`config.mk`:
```
export PLATFORM = sky130hd
export DESIGN_NAME = axil_wr_arb
export DESIGN_NICKNAME = d
export VERILOG_FILES = /design/src/rtl/axil_wr_arb.sv
export SDC_FILE = /design/constraint.sdc
export NUM_CORES = 1
export LEC_CHECK = 0
export BUFFER_PORTS_ARGS = -buffer_cell sky130_fd_sc_hd__buf_2
export CORE_AREA = 5 5 133 135
export CTS_BUF_LIST = sky130_fd_sc_hd__clkbuf_16
export CTS_CLUSTER_DIAMETER = 60
export DETAILED_ROUTE_END_ITERATION = 10
export DIE_AREA = 0 0 138 140
export PLACE_DENSITY = 0.66
export SLEW_MARGIN = 20
export SYNTH_ARGS = -nofsm -noshare
export SYNTH_HDL_FRONTEND = slang
export SYNTH_SLANG_ARGS = --single-unit
```
`constraint.sdc`:
```
create_clock -name clk -period 2.6 [get_ports clk]
set_input_delay 0.13 -clock clk [delete_from_list [all_inputs] [get_ports clk]]
set_output_delay 0.13 -clock clk [all_outputs]
set_load 0.02 [all_outputs]
```
`src/rtl/axil_wr_arb.sv`:
```
// AXI4-Lite write-request arbiter: NREQ requesters share one write engine.
// Optional round-robin via AXIL_WR_ARB_RR_EN; default is fixed priority.
module axil_wr_arb #(
   parameter int NREQ  = 4,
   parameter int CNT_W = 16
) (
   input  logic              clk,
   input  logic              arst_n,
   input  logic [NREQ*32-1:0] req_addr,
   input  logic [NREQ*32-1:0] req_data,
   input  logic [NREQ-1:0]   req_valid,
   output logic [NREQ-1:0]   req_ready,
   output logic [31:0]       m_wr_addr,
   output logic [31:0]       m_wr_data,
   output logic              m_wr_valid,
   input  logic              m_wr_ready,
   output logic [NREQ-1:0]   grant,
   output logic              busy,
   output logic [CNT_W-1:0]  wr_count
);

   localparam int IW = (NREQ > 1) ? $clog2(NREQ) : 1;

   typedef enum logic [2:0] {
      IDLE  = 3'b001,
      ISSUE = 3'b010,
      DONE  = 3'b100
   } state_t;

   state_t            state;
   state_t            state_nx;
   logic [NREQ-1:0]   req_ready_nx;
   logic [NREQ-1:0]   grant_nx;
   logic              m_wr_valid_nx;
   logic              busy_nx;
   logic [31:0]       addr_nx;
   logic [31:0]       data_nx;
   logic [CNT_W-1:0]  cnt_nx;
   logic [IW-1:0]     win;
   logic [NREQ-1:0]   win_oh;
   logic [31:0]       sel_addr;
   logic [31:0]       sel_data;
   logic              any_req;

   assign any_req = |req_valid;

`ifdef AXIL_WR_ARB_RR_EN
   logic [IW-1:0] rr_ptr;
   logic [IW-1:0] rr_ptr_nx;
   logic          found;

   // Round-robin pick: first requester after the last owner.
   always_comb begin
      win   = '0;
      found = 1'b0;
      for (int k = 1; k <= NREQ; k++) begin
         if (!found && req_valid[(int'(rr_ptr) + k) % NREQ]) begin
            found = 1'b1;
            win   = IW'((int'(rr_ptr) + k) % NREQ);
         end
      end
   end
`else
   // Fixed priority pick: lowest index wins.
   always_comb begin
      win = '0;
      for (int i = NREQ - 1; i >= 0; i--) begin
         if (req_valid[i]) win = IW'(i);
      end
   end
`endif

   // One-hot winner and its address/data.
   always_comb begin
      win_oh   = '0;
      sel_addr = '0;
      sel_data = '0;
      for (int i = 0; i < NREQ; i++) begin
         if (win == IW'(i)) begin
            win_oh[i] = 1'b1;
            sel_addr  = req_addr[32*i +: 32];
            sel_data  = req_data[32*i +: 32];
         end
      end
   end

   // Next state and next registered outputs.
   always_comb begin
      state_nx      = state;
      req_ready_nx  = '0;
      grant_nx      = grant;
      m_wr_valid_nx = m_wr_valid;
      addr_nx       = m_wr_addr;
      data_nx       = m_wr_data;
      cnt_nx        = wr_count;
`ifdef AXIL_WR_ARB_RR_EN
      rr_ptr_nx     = rr_ptr;
`endif
      case (state)
         IDLE: begin
            grant_nx      = '0;
            m_wr_valid_nx = 1'b0;
            if (any_req) begin
               state_nx      = ISSUE;
               grant_nx      = win_oh;
               m_wr_valid_nx = 1'b1;
               addr_nx       = sel_addr;
               data_nx       = sel_data;
`ifdef AXIL_WR_ARB_RR_EN
               rr_ptr_nx     = win;
`endif
            end
         end
         ISSUE: begin
            m_wr_valid_nx = 1'b1;
            if (m_wr_ready) begin
               state_nx      = DONE;
               m_wr_valid_nx = 1'b0;
               cnt_nx        = wr_count + CNT_W'(1);
               req_ready_nx  = grant;
            end
         end
         DONE: begin
            state_nx      = IDLE;
            grant_nx      = '0;
            m_wr_valid_nx = 1'b0;
         end
         default: begin
            state_nx      = IDLE;
            grant_nx      = '0;
            m_wr_valid_nx = 1'b0;
         end
      endcase
      busy_nx = (state_nx != IDLE);
   end

   // State and output registers.
   always_ff @(posedge clk or negedge arst_n) begin
      if (!arst_n) begin
         state      <= IDLE;
         req_ready  <= '0;
         grant      <= '0;
         m_wr_valid <= 1'b0;
         m_wr_addr  <= '0;
         m_wr_data  <= '0;
         busy       <= 1'b0;
         wr_count   <= '0;
      end else begin
         state      <= state_nx;
         req_ready  <= req_ready_nx;
         grant      <= grant_nx;
         m_wr_valid <= m_wr_valid_nx;
         m_wr_addr  <= addr_nx;
         m_wr_data  <= data_nx;
         busy       <= busy_nx;
         wr_count   <= cnt_nx;
      end
   end

`ifdef AXIL_WR_ARB_RR_EN
   // Round-robin pointer holds the last owner.
   always_ff @(posedge clk or negedge arst_n) begin
      if (!arst_n) rr_ptr <= IW'(NREQ - 1);
      else         rr_ptr <= rr_ptr_nx;
   end
`endif

endmodule

```
==> impl_metrics.json <==
{
  "status": "finished clean",
  "drive_gt1_frac": 0.416,
  "clock_latency_ps": 350,
  "power_density_nw_per_um2": 948,
  "placed_area_sq_um": 7580,
  "start_util": 0.345,
  "final_cell_mix": "buf_2 (350), a211oi_1 (128), dfrtp_1 (92), nand2_1 (73), inv_1 (70)",
  "layout_min_cycle_time_ps": 1960,
  "cts_made_buffers": 9,
  "drtIter0Drc": 351,
  "routedWlPerCell_microns": 18.5,
  "ctsResizeCount": 0,
  "design_area_sq_um": 7910,
  "rows": 47,
  "cp_top_family": "compound AO/OA/AOI/OAI gates",
  "end_kind": "register",
  "cts.sink_count": 93,
  "core_area_sq_um": 16300,
  "clk_pin_slew_ps": 70,
  "final_common_cell": "buf_2",
  "die_h_microns": 140,
  "cp.required_ps": 2880,
  "grt_pass1_wl_microns": 33800,
  "io_buffers": 352,
  "wl_microns": 21400,
  "worst_pin_slew_ps": 796,
  "ant_nets": 0,
  "grt_max_degree": 118,
  "grt_pass1_vias": 6081,
  "final_nets": 1193,
  "hold_viol_final": 0,
  "cts_buffer_depth": 2,
  "first_pass_iters": 5,
  "async_reset_ff_frac": 1.00,
  "tns_ps": 0,
  "path_cells": "nor2b_1 -> o211ai_4 -> buf_12 -> a211oi_1 -> a211o_1",
  "die_x_microns": 138,
  "syn_nets": 880,
  "gp_routability_congestion": 0.867,
  "via_per_inst": 5.40,
  "relSlewSlack": 0.470,
  "yosysUniqueCellTypes": 31,
  "dpl.hpwl_microns": 16000,
  "dr_total_vias": 6235,
  "crit_slowest_cell": "dfstp_2",
  "synth_edf_count": 0,
  "syn-mean-instance-area_sq_um": 9.15,
  "antenna_found_initial": 1,
  "min_period_over_period": 0.755,
  "cap_violations": 0,
  "crit_arrival_ps": 2250,
  "path_class": "reg2reg",
  "synthCells": 616,
  "rsz0062_at_grt": "false",
  "cts_tree": "done",
  "syn_area_sq_um": 5640,
  "leakage_uw": 0.00407,
  "grt_overflow": 0,
  "synth-seq-area-share": 0.413,
  "crit_fanout": 117,
  "max_stage_delay_ps": 550,
  "synth_top_flop_cell": "dfrtp_1",
  "clock-root-buffer": "clkbuf_16",
  "finalSetupViolCount": 0,
  "peakVddDrop_mv": 0.583,
  "ys.warnings.count": 0,
  "start_kind": "register",
  "htreeDepth": 3,
  "ys_ff_latch": 93,
  "drc": 0,
  "final_max_slew_viol_count": 0,
  "hp-class": "in2reg",
  "worst-path-buf-inv": 1,
  "die_area_sq_um": 19300,
  "syn_to_final_growth_pct": 40.2,
  "groute.usage.overall": 0.214,
  "max_freq_mhz": 510,
  "io_pins": 353,
  "skew_ps": 10.1
}
-- layout make-up --
| type | instances | area, sq um |
|---|---|---|
| clock inverter | 7 | 92.6 |
| fill | 1658 | 8440 |
| inverter | 70 | 263 |
| sequential | 93 | 2330 |
| timing repair buffer | 368 | 1940 |
| antenna | 1 | 2.50 |
| clock buffer | 9 | 225 |
| tap | 220 | 275 |
| multi-input combinational | 387 | 2780 |
-- sequential cells by signal, indices dropped and copies added, names as in the netlist --
signal	flops
busy	1
grant	4
m_wr_addr	32
m_wr_data	32
m_wr_valid	1
req_ready	4
state	3
wr_count	16
-- stage by stage --
stage                     hold WS (ps)  worst slack (ps)  power (uW)   util  std cells
after floorplan                   -166               907        4870      -        616
after global placement             180               643        6070  0.463       1137
after detailed placement           180               610        6140  0.463       1137
after CTS                         66.4               626        7580  0.484       1154
after global routing               130               469        7990  0.484       1155
final                             86.6               637        7500  0.484       1155
-- per-layer routing --
| metal | up-vias | global-route usage | wire (microns) |
|---|---|---|---|
| met2 | 268 | 0.353 | 10400 |
| met1 | 2924 | 0.269 | 8730 |
| li1 | 3000 | - | - |
| met4 | 0 | 0.0728 | 573 |
| met5 | - | 0 | 0 |
| met3 | 43 | 0.0654 | 1660 |
-- where the power goes --
part           switching [uW]  internal [uW]
clock                     637            772
combinational            2220           1440
sequential                362           2070
-- tightest hold or removal path, delay by kind of cell --
| family | cells | cell delay (ps) |
|---|---|---|
| AOI/OAI and AO/OA | 1 | 70 |
| and+or+nand+nor | 1 | 110 |
| buffers and inverters | 1 | 90 |
-- logic make-up after synthesis --
family                   count (synthesis)  share of synthesized area
AO/OA/AOI/OAI                          265                      0.381
XOR/XNOR                                15                     0.0233
adder cells (fa/ha/maj)                  1                    0.00222
buffers and inverters                  136                     0.0978
flip-flops                              93                      0.413
AND/OR/NAND/NOR                        106                     0.0832
-- timing repair --
action,in CTS,in global routing
endpoints found under the setup margin,0,0
hold buffers,1,0
endpoints found under the hold margin,45,0
setup buffers,0,0
-- worst paths after layout --
kind                               from       endpoint  slack [ps]  cells after the start
max                            state[0]  m_wr_addr[27]         640                      5
min                          m_wr_ready     m_wr_valid          90                      3
max reg2reg                    state[0]  m_wr_addr[27]         640                      5
min reg2reg                wr_count[15]   wr_count[15]         470                      1
max in group asynchronous        arst_n  m_wr_addr[18]        1580                      3
min in group asynchronous        arst_n  m_wr_data[19]         310                      2
-- Yosys cell counts (3+ instances only) --
library cell	number	share of area
nor4_1	4	0.0044
a211o_1	64	0.099
and2_1	5	0.0055
buf_1	10	0.0067
a211oi_1	128	0.17
dfrtp_1	92	0.41
xor2_1	4	0.0062
nor2_1	7	0.0047
a21oi_1	3	0.0027
buf_4	6	0.0080
nand3_1	4	0.0036
nor2b_1	3	0.0033
clkbuf_1	35	0.023
buf_2	15	0.013
inv_1	70	0.047
xnor2_1	11	0.017
a221oi_1	64	0.099
nand2_1	73	0.049
a22oi_1	3	0.0040
Note: power is estimated with default switching activity, not from simulation.
